[config.mk]
export PLATFORM = sky130hd
export DESIGN_NAME = vga_timing_gen
export DESIGN_NICKNAME = d
export VERILOG_FILES = /design/src/rtl/vga_pkg.sv /design/src/rtl/vga_axis_counter.sv /design/src/rtl/vga_timing_gen.sv
export SDC_FILE = /design/constraint.sdc
export NUM_CORES = 1
export LEC_CHECK = 0
export ABC_CLOCK_PERIOD_IN_PS = 3200
export BUFFER_PORTS_ARGS = -buffer_cell sky130_fd_sc_hd__buf_2
export CORE_UTILIZATION = 54
export DETAILED_ROUTE_END_ITERATION = 7
export PLACE_DENSITY = 0.77
export SYNTH_ARGS = -nofsm -noshare
export SYNTH_HDL_FRONTEND = slang
export SYNTH_HIERARCHICAL = 1
export SYNTH_SLANG_ARGS = --single-unit
[constraint.sdc]
create_clock -name clk -period 3.2 [get_ports clk]
set_input_delay 0.64 -clock clk [delete_from_list [all_inputs] [get_ports clk]]
set_output_delay 0.64 -clock clk [all_outputs]
set_load 0.05 [all_outputs]
[src/rtl/vga_pkg.sv]
// Shared VGA types and constants: colour type, named colours, standard
// 640x480@60 timing values and the per-axis raster state encoding.
package vga_pkg;

  typedef logic [5:0] color_t;

  localparam color_t BLACK = 6'b000000;
  localparam color_t RED   = 6'b110000;
  localparam color_t WHITE = 6'b111111;

  // Standard 640x480@60 timing (pixels per line, lines per frame).
  localparam int VGA_H_ACTIVE = 640;
  localparam int VGA_H_FRONT  = 16;
  localparam int VGA_H_SYNC   = 96;
  localparam int VGA_H_BACK   = 48;
  localparam int VGA_V_ACTIVE = 480;
  localparam int VGA_V_FRONT  = 10;
  localparam int VGA_V_SYNC   = 2;
  localparam int VGA_V_BACK   = 33;

  // Raw state codes kept as plain constants so older tools/netlists can match them.
  localparam logic [1:0] ST_ACTIVE = 2'd0;
  localparam logic [1:0] ST_FRONT  = 2'd1;
  localparam logic [1:0] ST_SYNC   = 2'd2;
  localparam logic [1:0] ST_BACK   = 2'd3;

  typedef enum logic [1:0] {
    ACTIVE = ST_ACTIVE,
    FRONT  = ST_FRONT,
    SYNC   = ST_SYNC,
    BACK   = ST_BACK
  } axis_state_e;

  // True when a visible pixel lies on the outer edge of the active window.
  function automatic logic on_border(logic [9:0] col, logic [9:0] row,
                                     logic [9:0] last_col, logic [9:0] last_row);
    return (col == 10'd0) || (col == last_col) || (row == 10'd0) || (row == last_row);
  endfunction

endpackage

[src/rtl/vga_axis_counter.sv]
// One raster axis: position counter plus ACTIVE/FRONT/SYNC/BACK region FSM.
// Used for the horizontal axis (advances every pixel) and the vertical axis
// (advances once per line).
module vga_axis_counter
  import vga_pkg::*;
#(
  parameter int LEN_ACTIVE = VGA_H_ACTIVE,
  parameter int LEN_FRONT  = VGA_H_FRONT,
  parameter int LEN_SYNC   = VGA_H_SYNC,
  parameter int LEN_BACK   = VGA_H_BACK
) (
  input  logic        clk,
  input  logic        rst_n,
  input  logic        advance,
  output logic [9:0]  count,
  output axis_state_e state,
  output logic        wrap
);

  localparam int         TOTAL      = LEN_ACTIVE + LEN_FRONT + LEN_SYNC + LEN_BACK;
  localparam logic [9:0] END_ACTIVE = 10'(LEN_ACTIVE - 1);
  localparam logic [9:0] END_FRONT  = 10'(LEN_ACTIVE + LEN_FRONT - 1);
  localparam logic [9:0] END_SYNC   = 10'(LEN_ACTIVE + LEN_FRONT + LEN_SYNC - 1);
  localparam logic [9:0] END_BACK   = 10'(TOTAL - 1);

  logic [9:0]  count_q, count_d;
  axis_state_e state_q, state_d;

  // Next position and region: move on when the last position of a region is reached.
  always_comb begin
    count_d = count_q;
    state_d = state_q;
    if (advance) begin
      count_d = (count_q == END_BACK) ? 10'd0 : count_q + 10'd1;
      case (state_q)
        ACTIVE:  if (count_q == END_ACTIVE) state_d = FRONT;
        FRONT:   if (count_q == END_FRONT)  state_d = SYNC;
        SYNC:    if (count_q == END_SYNC)   state_d = BACK;
        BACK:    if (count_q == END_BACK)   state_d = ACTIVE;
        default: state_d = ACTIVE;
      endcase
    end
  end

  // Position/region registers.
  always_ff @(posedge clk or negedge rst_n) begin
    if (!rst_n) begin
      count_q <= 10'd0;
      state_q <= ACTIVE;
    end else begin
      count_q <= count_d;
      state_q <= state_d;
    end
  end

  assign count = count_q;
  assign state = state_q;
  assign wrap  = (count_q == END_BACK);

endmodule

[src/rtl/vga_timing_gen.sv]
// VGA raster source: pixel prescaler, H/V axis counters, and a one-pixel
// output stage that blanks colour and aligns hsync/vsync with it.
// Optional build macro VGA_BORDER_EN: draw a white frame on the outermost
// active rows/columns instead of color_in.
module vga_timing_gen
  import vga_pkg::*;
#(
  parameter int   CLK_DIV  = 1,
  parameter int   H_ACTIVE = VGA_H_ACTIVE,
  parameter int   H_FRONT  = VGA_H_FRONT,
  parameter int   H_SYNC   = VGA_H_SYNC,
  parameter int   H_BACK   = VGA_H_BACK,
  parameter int   V_ACTIVE = VGA_V_ACTIVE,
  parameter int   V_FRONT  = VGA_V_FRONT,
  parameter int   V_SYNC   = VGA_V_SYNC,
  parameter int   V_BACK   = VGA_V_BACK,
  parameter logic SYNC_POL = 1'b0
) (
  input  logic       clk,
  input  logic       rst_n,
  input  logic [5:0] color_in,
  output logic [9:0] colPos,
  output logic [9:0] rowPos,
  output logic       pix_tick,
  output logic       frame_start,
  output logic       hsync,
  output logic       vsync,
  output logic [5:0] color
);

  localparam int            PW       = (CLK_DIV > 1) ? $clog2(CLK_DIV) : 1;
  localparam logic [PW-1:0] PRE_LAST = PW'(CLK_DIV - 1);

  logic [PW-1:0] pre_q, pre_d;
  logic          pix_tick_q, pix_tick_d;
  logic          frame_start_q, frame_start_d;
  logic          hsync_q, hsync_d;
  logic          vsync_q, vsync_d;
  color_t        color_q, color_d;

  logic [9:0]  col, row;
  axis_state_e h_state, v_state;
  logic        h_wrap, v_wrap;
  logic        in_active;

  vga_axis_counter #(
    .LEN_ACTIVE(H_ACTIVE), .LEN_FRONT(H_FRONT), .LEN_SYNC(H_SYNC), .LEN_BACK(H_BACK)
  ) u_h (
    .clk(clk), .rst_n(rst_n), .advance(pix_tick_q),
    .count(col), .state(h_state), .wrap(h_wrap)
  );

  // Vertical axis steps once per line, on the tick that wraps the column.
  vga_axis_counter #(
    .LEN_ACTIVE(V_ACTIVE), .LEN_FRONT(V_FRONT), .LEN_SYNC(V_SYNC), .LEN_BACK(V_BACK)
  ) u_v (
    .clk(clk), .rst_n(rst_n), .advance(pix_tick_q && h_wrap),
    .count(row), .state(v_state), .wrap(v_wrap)
  );

  assign in_active = (h_state == ACTIVE) && (v_state == ACTIVE);

  // Prescaler: pix_tick is registered so it is low in reset even when CLK_DIV=1.
  always_comb begin
    pix_tick_d = (pre_q == PRE_LAST);
    pre_d      = pix_tick_d ? '0 : pre_q + PW'(1);
  end

  // Output stage: sample colour and sync levels of the current pixel on its tick.
  always_comb begin
    color_d = color_q;
    hsync_d = hsync_q;
    vsync_d = vsync_q;
    if (pix_tick_q) begin
      color_d = in_active ? color_in : BLACK;
`ifdef VGA_BORDER_EN
      if (in_active && on_border(col, row, 10'(H_ACTIVE - 1), 10'(V_ACTIVE - 1)))
        color_d = WHITE;
`endif
      hsync_d = (h_state == SYNC) ? SYNC_POL : ~SYNC_POL;
      vsync_d = (v_state == SYNC) ? SYNC_POL : ~SYNC_POL;
    end
    // Next cycle is a tick at (0,0): either both axes wrap now, or we are parked at (0,0).
    frame_start_d = pix_tick_d &&
                    (pix_tick_q ? (h_wrap && v_wrap) : ((col == 10'd0) && (row == 10'd0)));
  end

  // Prescaler and output registers.
  always_ff @(posedge clk or negedge rst_n) begin
    if (!rst_n) begin
      pre_q         <= '0;
      pix_tick_q    <= 1'b0;
      frame_start_q <= 1'b0;
      hsync_q       <= ~SYNC_POL;
      vsync_q       <= ~SYNC_POL;
      color_q       <= BLACK;
    end else begin
      pre_q         <= pre_d;
      pix_tick_q    <= pix_tick_d;
      frame_start_q <= frame_start_d;
      hsync_q       <= hsync_d;
      vsync_q       <= vsync_d;
      color_q       <= color_d;
    end
  end

  assign colPos      = col;
  assign rowPos      = row;
  assign pix_tick    = pix_tick_q;
  assign frame_start = frame_start_q;
  assign hsync       = hsync_q;
  assign vsync       = vsync_q;
  assign color       = color_q;

endmodule

Word-level counts from Yosys, hierarchy flattened
Index checks and enable logic that the tools add are counted.
Widths: inputs -> output; s select.
{"block": "totals", "ff_bits": 35, "in_bits": 8, "out_inout_bits": 30, "elab_cells": 64}
{"block": "op_classes", "add_sub_neg": 3, "eq_ne": 22, "n_mux": 17, "bitwise_logic": 1, "reduce_logical": 11}
{"op": "$eq 10x10->1 const B", "n": 5}
{"op": "$eq 10x9->1 const B", "n": 3}
{"op": "$add 10x1->10 const B", "n": 2}
{"op": "$logic_not 10->1", "n": 2}
{"op": "$mux 10", "n": 2}
{"op": "$mux 2", "n": 8}
{"op": "$pmux 2 s4", "n": 2}
{"op": "$ne 2x1->1 const B", "n": 6}
{"op": "$reduce_and 5->1", "n": 2}
{"op": "$eq 2x2->1 const B", "n": 4}
{"op": "$mux 6", "n": 1}
{"op": "$logic_and 1x1->1", "n": 5}
{"op": "$eq 2x1->1 const B", "n": 2}
{"op": "$logic_not 2->1", "n": 2}
{"op": "$mux 1", "n": 4}
{"op": "$ne 2x2->1 const B", "n": 2}
{"op": "$add 1x1->1 const B", "n": 1}
{"op": "$not 1->1", "n": 1}

Logic depth before layout (Yosys ltp)
Gate-level depths: netlist of the first run.
{"block": "logic_depth", "depth_word": 4, "depth_mapped": 11, "mapped_depth_nobuf": 10}

Modules after synthesis
The synthesis of the first run kept the hierarchy.
{"module": "vga_axis_counter at u_v", "n_inst": 1, "cells_each": 74, "area_each_um2": 748.2, "seq_area_each_um2": 300.3}
{"module": "vga_axis_counter at u_h", "n_inst": 1, "cells_each": 69, "area_each_um2": 714.4, "seq_area_each_um2": 300.3}
{"module": "vga_timing_gen", "n_inst": 1, "cells_each": 36, "area_each_um2": 421.7, "seq_area_each_um2": 252.7}

Worst setup path after synthesis of the first run
OpenSTA, ideal clock, no wires.
{"block": "synth_path", "kind": "register -> register", "startpoint": "reg u_h.count_q[0] (netlist: u_h/count[0])", "endpoint": "reg u_v.count_q[9] (netlist: u_v/count[9])", "arrival_time_ns": 2.734, "t_required_ns": 3.122, "setup_slack_ns": 0.388, "path_stages_with_launch": 12, "period_less_slack_ns": 2.812, "path_cell_list": "dfrtp_1 -> ha_1 -> and4_4 -> nand4_2 -> inv_1 -> and2_1 -> buf_2 -> inv_1 -> nor4_1 -> nand4_1 -> xor2_1 -> a21oi_1"}
{"block": "synth_via", "elab_chain_cells": 2}
{"item": "start: declaration", "line_no": "vga_axis_counter.sv:26", "rtl": "logic [9:0] count_q, count_d;"}
{"item": "start signal: assignment", "line_no": "vga_axis_counter.sv:51", "rtl": "count_q <= count_d;"}
{"item": "$eq 10x10->1", "line_no": "vga_axis_counter.sv:58", "rtl": "assign wrap = (count_q == END_BACK);"}
{"item": "via h_wrap", "line_no": "vga_timing_gen.sv:43", "rtl": "logic h_wrap, v_wrap;"}
{"item": "$logic_and 1x1->1", "line_no": "vga_timing_gen.sv:57", "rtl": ".clk(clk), .rst_n(rst_n), .advance(pix_tick_q && h_wrap),"}
{"item": "end signal: assignment", "line_no": "vga_axis_counter.sv:51"}
{"item": "end: declaration", "line_no": "vga_axis_counter.sv:26"}
The timed path passes the listed nets, and every way through them passes these cells.
A chain may end at the register's enable or synchronous reset.

Final worst setup path of the first run
Same ends and word-level chain as after synthesis.

==> results of run 1 <==
-- power by group --
group,internal [mW],switching (mW),total [mW]
combinational,0.0749,0.206,0.281
sequential,0.466,0.0543,0.521
clock,0.166,0.141,0.307
-- registers in the layout, summed over array words and instances (netlist names) --
name and cells:
u_v/count 10, pix_tick 1, u_h/count 10, frame_start 1, color 6, vsync 1, u_v/state 2, hsync 1
u_h/state 2
-- how the worst max path moves through the flow --
stage | start | end
4_1_cts | u_h/count[0] | u_v/count[9]
3_5_place_dp | u_h/count[0] | u_v/count[9]
5_1_grt | u_h/count[0] | u_v/count[9]
6_report | u_h/count[0] | u_v/count[9]
3_3_place_gp | u_h/count[0] | u_v/count[9]
2_1_floorplan | u_h/count[0] | u_v/count[9]
-- layer usage --
layer	track usage [%]	up-vias
met4	10.7	0
met3	6.93	5
li1	-	718
met1	30.0	699
met5	0	-
met2	34.3	57
-- area by class of cell --
type / count / area (sq um) / share of cell area, %
multi-input cells: 126 / 951 / 43.4
flip-flops and latches: 34 / 853 / 39.0
repair buffers: 38 / 193 / 8.80
inverters: 16 / 60.1 / 2.74
well taps: 46 / 57.6 / 2.63
clock buffers: 7 / 45.0 / 2.06
clock inverters: 1 / 30.0 / 1.37
-- cell families after synthesis --
kind of cell / Yosys count / share of synthesized area [%]
compound gates: 30 / 11.5
simple gates: 64 / 20.7
fa+ha+maj: 14 / 9.30
flops: 34 / 45.3
buf+inv: 19 / 4.25
xor+xnor: 12 / 5.58
mux: 5 / 3.19
other cells: 1 / 0.199
-- synthesized netlist by cell type, types with 2 or more instances --
cell type	n	area share [%]
a22o_1	6	2.8
nor2_1	10	2.0
xor2_1	5	2.3
nor4_1	5	1.7
dfrtp_1	32	42
o21ai_0	5	1.3
mux2i_1	3	1.6
o22ai_1	2	0.66
o2bb2ai_1	2	0.93
and3_1	3	1.0
and2_1	2	0.66
xnor2_1	7	3.3
mux2_4	2	1.6
ha_1	14	9.3
o21ai_1	2	0.53
o2111ai_2	2	1.6
nand4_1	10	3.3
nor3_1	3	0.80
a31oi_1	3	1.0
nor4_4	2	2.3
inv_1	15	3.0
a21oi_1	5	1.3
nand3_1	5	1.3
nand2_1	15	3.0
dfstp_2	2	2.8
-- worst max-delay path: stages, from the launching register on --
cell and delay [ns]:
dfrtp_1 0.45, ha_1 0.24, and4_4 0.27, nand4_2 0.15, inv_1 0.18, and2_1 0.35, inv_1 0.12, nor4_1 0.50
nand4_1 0.19, xor2_1 0.18, a21oi_1 0.14
-- metrics by stage --
step	cells	power [mW]	utilization (%)	worst slack, ns	hold WS [ns]
2_1_floorplan	179	0.730	-	0.388	0.344
3_3_place_gp	260	0.804	63.4	0.601	0.473
3_5_place_dp	260	0.810	63.4	0.395	0.488
4_1_cts	268	1.12	65.6	0.358	0.358
5_1_grt	268	1.17	65.6	0.0595	0.387
6_report	268	1.11	65.6	0.350	0.337
==> flow_summary_export.csv, run 1 <==
group,metric,value,unit
run_status,status,"complete, no violations",
finish,fillerInstances,289,
synth,synth-main-ff-cell,"dfrtp_1",
finish,drive_gt1_share,26.6,%
place,dp_hpwl,2.65,mm
clock_tree,cts_resized,0,
synth,synth.distinct_cells,42,
clock_tree,worstSkewPairLatency,0.34,ns
worst_setup_path,endpoint_kind,"flip-flop",
worst_setup_path,ff2ff_path_depth,10,
worst_setup_path,crit_path_start_kind,"flip-flop",
clock_tree,ctsHoldBuffers,0,
clock_tree,cts.reportedPaths.clkPinSlew,0.10,ns
finish,stdcell_area,2190,sq um
floorplanning,io_pins,38,
timing,fmax,0.351,GHz
synth,syn_inst,179,
grt,overflow,0,
grt,grt_first_pass_wirelength,5.93,mm
worst_setup_path,cp_max_fo,11,
routing,wl_met3,190,um
timing,drv_slew,0,
routing,drcViolationCount,0,
synth,synth-warning-count,6,
timing,clock_skew,0.00684,ns
routing,highest_layer,"met4",
synth,synth_fp_nets,201,
clock_tree,htree_levels,2,
worst_setup_path,r2r-end,"u_v/count[9]",
pwr,p_leak,1.07,nW
timing,final-hold-violation-count,0,
routing,num_vias,1479,
grt,track_usage,22.7,%
pwr,pwr_density_cell,506,nW/um^2
clock_tree,cts.path.max_buffers,2,
routing,drt_iter0_markers,35,
place,place_congestion,0.932,
routing,wl_met2,1.69,mm
timing,tightest_slew,0.726,ns
floorplanning,dieArea,3730,sq um
timing,fin_crit_sh,89.1,%
timing,fin_setup_tns,0,ns
clock_tree,clock_sinks,34,
synth,synth_area_per_cell,10.5,sq um
synth,synth_seq_cells,34,
place,numPortBuffers,37,
finish,diodes,0,
clock_tree,cts_buffers,5,
finish,layout.nets,243,
finish,layout_commonest_cell,"buf_2",
timing,grt_setup_unrepaired,"false",
floorplanning,rows,21,
floorplanning,die_w,61.1,um
synth,synth_area,1880,sq um
worst_setup_path,reg2reg_from,"u_h/count[0]",
worst_setup_path,worstSetupPathType,"reg2reg",
grt,grt_pass1_vias,1292,
timing,min_period,2.85,ns
timing,relSlewSlack,51.6,%
routing,wl_per_cell,13.9,um
routing,viasPerCell,5.52,
min_path,hold_class,"in2async",
clock_tree,postCtsSetupBuffers,0,
worst_setup_path,worstPathRequired,3.46,ns
worst_setup_path,r2r_slack,0.35,ns
floorplanning,die_y,61.1,um
finish,layout_common_cells,"buf_2, dfrtp_1, nand2_1, inv_1, ha_1",
synth,synth-edff-count,0,
routing,wl_met1,1.77,mm
routing,first_pass_iters,4,
clock_tree,tritoncts,"yes",
clock_tree,clockRootBuffer,"clkbuf_4",
synth,async_reset_ff_share,100,%
floorplanning,core_area,3340,sq um
grt,antenna_found_initial,0,
routing,ant_nets,0,
pwr,irDropWorstVdd,482,uV
routing,drt_wl_total,3.71,mm
place,place_area,2110,sq um
flow_run,drv_cap,0,
timing,finalSetupViolCount,0,
floorplanning,initial_utilization,56.5,%
worst_setup_path,critPathArrivalTime,3.11,ns
grt,grt_max_degree,35,
synth,yosysSeqAreaShare,45.3,%
finish,synthToLayoutAreaGrowth,16.2,%
No activity file was read; power rests on OpenSTA's default activity.
==> run 2, diff against run 1 <==
--- a/config.mk
+++ b/config.mk
@@ -9,7 +9,7 @@
 export BUFFER_PORTS_ARGS = -buffer_cell sky130_fd_sc_hd__buf_2
 export CORE_UTILIZATION = 54
 export DETAILED_ROUTE_END_ITERATION = 7
-export PLACE_DENSITY = 0.77
+export PLACE_DENSITY = 0.79
 export SYNTH_ARGS = -nofsm -noshare
 export SYNTH_HDL_FRONTEND = slang
 export SYNTH_HIERARCHICAL = 1
==> flow_summary_export.csv, run 2 (same netlist as run 1, synthesis figures left out) <==
group,metric,value,unit
run_status,status,"complete, no violations",
finish,drive_gt1_share,27.5,%
pwr,irDropWorstVdd,467,uV
timing,tightest_slew,0.731,ns
pwr,p_int,0.703,mW
clock_tree,tritoncts,"yes",
pwr,pwr-share-comb,25.1,%
pwr,p_leak,1.07,nW
floorplanning,io_pins,38,
clock_tree,cts.reportedPaths.clkPinSlew,0.11,ns
grt,overflow,0,
floorplanning,die_y,61.1,um
clock_tree,cts_resized,0,
worst_setup_path,critical-path-slowest-cell,"nor4_1",
worst_setup_path,critPathArrivalTime,3.13,ns
place,place_area,2110,sq um
worst_setup_path,cp-endpoint,"u_v/count[9]",
routing,drcViolationCount,0,
timing,fin_setup_tns,0,ns
finish,layout.nets,243,
finish,stdcell_area,2190,sq um
grt,track_usage,22.8,%
routing,viasPerCell,5.50,
worst_setup_path,worstPathRequired,3.49,ns
worst_setup_path,r2r-end,"u_v/count[9]",
clock_tree,clockRootBuffer,"clkbuf_4",
timing,clock_skew,0.00436,ns
pwr,pwr_density_cell,509,nW/um^2
timing,relSlewSlack,51.3,%
clock_tree,cts_buffers,5,
worst_setup_path,worstSetupPathType,"reg2reg",
routing,wl_per_cell,14.0,um
pwr,switching_share,37.0,%
finish,synthToLayoutAreaGrowth,16.3,%
grt,grt_max_degree,35,
place,place_congestion,0.901,
timing,grt_setup_unrepaired,"false",
timing,finalSetupViolCount,0,
worst_setup_path,crit_path_start,"u_h/count[0]",
floorplanning,initial_utilization,56.5,%
clock_tree,htree_levels,2,
finish,diodes,0,
worst_setup_path,r2r_slack,0.36,ns
clock_tree,postCtsSetupBuffers,0,
worst_setup_path,crit_path_start_kind,"flip-flop",
pwr,netSwitchingPower,0.414,mW
worst_setup_path,critPathTopFamily,"simple AND/OR/NAND/NOR gates",
grt,antenna_found_initial,0,
flow_run,drv_cap,0,
clock_tree,cts.path.max_buffers,2,
clock_tree,worstSkewPairLatency,0.35,ns
place,dp_slack,0.405,ns
min_path,hold_class,"in2async",
worst_setup_path,cp_max_fo,11,
routing,ant_nets,0,
timing,drv_slew,0,
routing,num_vias,1473,
timing,fmax,0.352,GHz
timing,setup_slack,0.357,ns
timing,whs,0.335,ns
worst_setup_path,worst-path-buf-inv,2,
clock_tree,ctsHoldBuffers,0,
worst_setup_path,endpoint_kind,"flip-flop",
pwr,fin_total_pwr,1.12,mW
clock_tree,clock_sinks,34,
routing,first_pass_iters,4,
worst_setup_path,path_depth,10,
worst_setup_path,reg2reg_from,"u_h/count[0]",
floorplanning,core_area,3340,sq um
place,numPortBuffers,37,
worst_setup_path,crit_chain,"ha_1 > and4_4 > nand4_2 > inv_1 > and2_1 > inv_1 > nor4_1 > nand4_1 > xor2_1 > a21oi_1",
floorplanning,rows,21,
finish,layout_commonest_cell,"buf_2",
timing,final-hold-violation-count,0,
worst_setup_path,crit_top_cell,"inv_1",
timing,min_period,2.84,ns
routing,drt_wl_total,3.74,mm
floorplanning,dieArea,3730,sq um
grt,grt_pass1_vias,1327,
pwr,p_seq_share,46.8,%
floorplanning,die_w,61.1,um
place,dp_hpwl,2.63,mm
worst_setup_path,ff2ff_path_depth,10,
finish,layout_common_cells,"buf_2, dfrtp_1, nand2_1, inv_1, ha_1",
routing,drt_iter0_markers,68,
worst_setup_path,cpPeakStageDelay,0.50,ns
pwr,power_frac_clock,28.1,%
timing,fin_crit_sh,88.8,%
grt,grt_first_pass_wirelength,6.13,mm
[run 2: cell count changes in the layout (fill, tap and decap cells not counted)]
cell and change:
clkinv_2 +2, clkbuf_1 -2
[run 2: routing by layer]
layer  vias up  global-route usage, %  routed length (um)  share of wire (%)
met4         0                   10.4                  82                2.2
met2        37                   33.9                1660                 44
li1        727                      -                   -                  -
met3         8                   6.51                 168                4.5
met5         -                      0                   0                  0
met1       701                   31.0                1830                 49
[run 2: how the worst min path moves through the flow]
stage                     startpoint      endpoint  slack, ns
after floorplan                rst_n      color[0]       0.34
after global placement         hsync         hsync       0.48
after detailed placement       vsync         vsync       0.48
after CTS                      rst_n  u_v/count[5]       0.35
after global routing           rst_n  u_v/state[1]       0.39
final                          rst_n  u_h/count[6]       0.33
[run 2: stage by stage]
step / util [%] / cells
2_1_floorplan: - / 179
3_3_place_gp: 63.4 / 260
3_5_place_dp: 63.4 / 260
4_1_cts: 65.7 / 268
5_1_grt: 65.7 / 268
6_report: 65.7 / 268
[run 2: power groups by stage]
stage / Clock (mW) / Combinational [mW] / Sequential [mW]
floorplan: 0 / 0.0779 / 0.652
detailed placement: 0 / 0.279 / 0.526
finish: 0.314 / 0.280 / 0.522
global placement: 0 / 0.281 / 0.524
CTS: 0.321 / 0.282 / 0.519
global route: 0.341 / 0.299 / 0.529
[run 2: final cells by class]
type | instances | area, sq um
clock buffers | 5 | 37.5
clock inverters | 3 | 40.0
fillers | 265 | 1140
inverters | 16 | 60.1
multi-input cells | 126 | 951
flip-flops and latches | 34 | 853
well taps | 46 | 57.6
repair buffers | 38 | 193
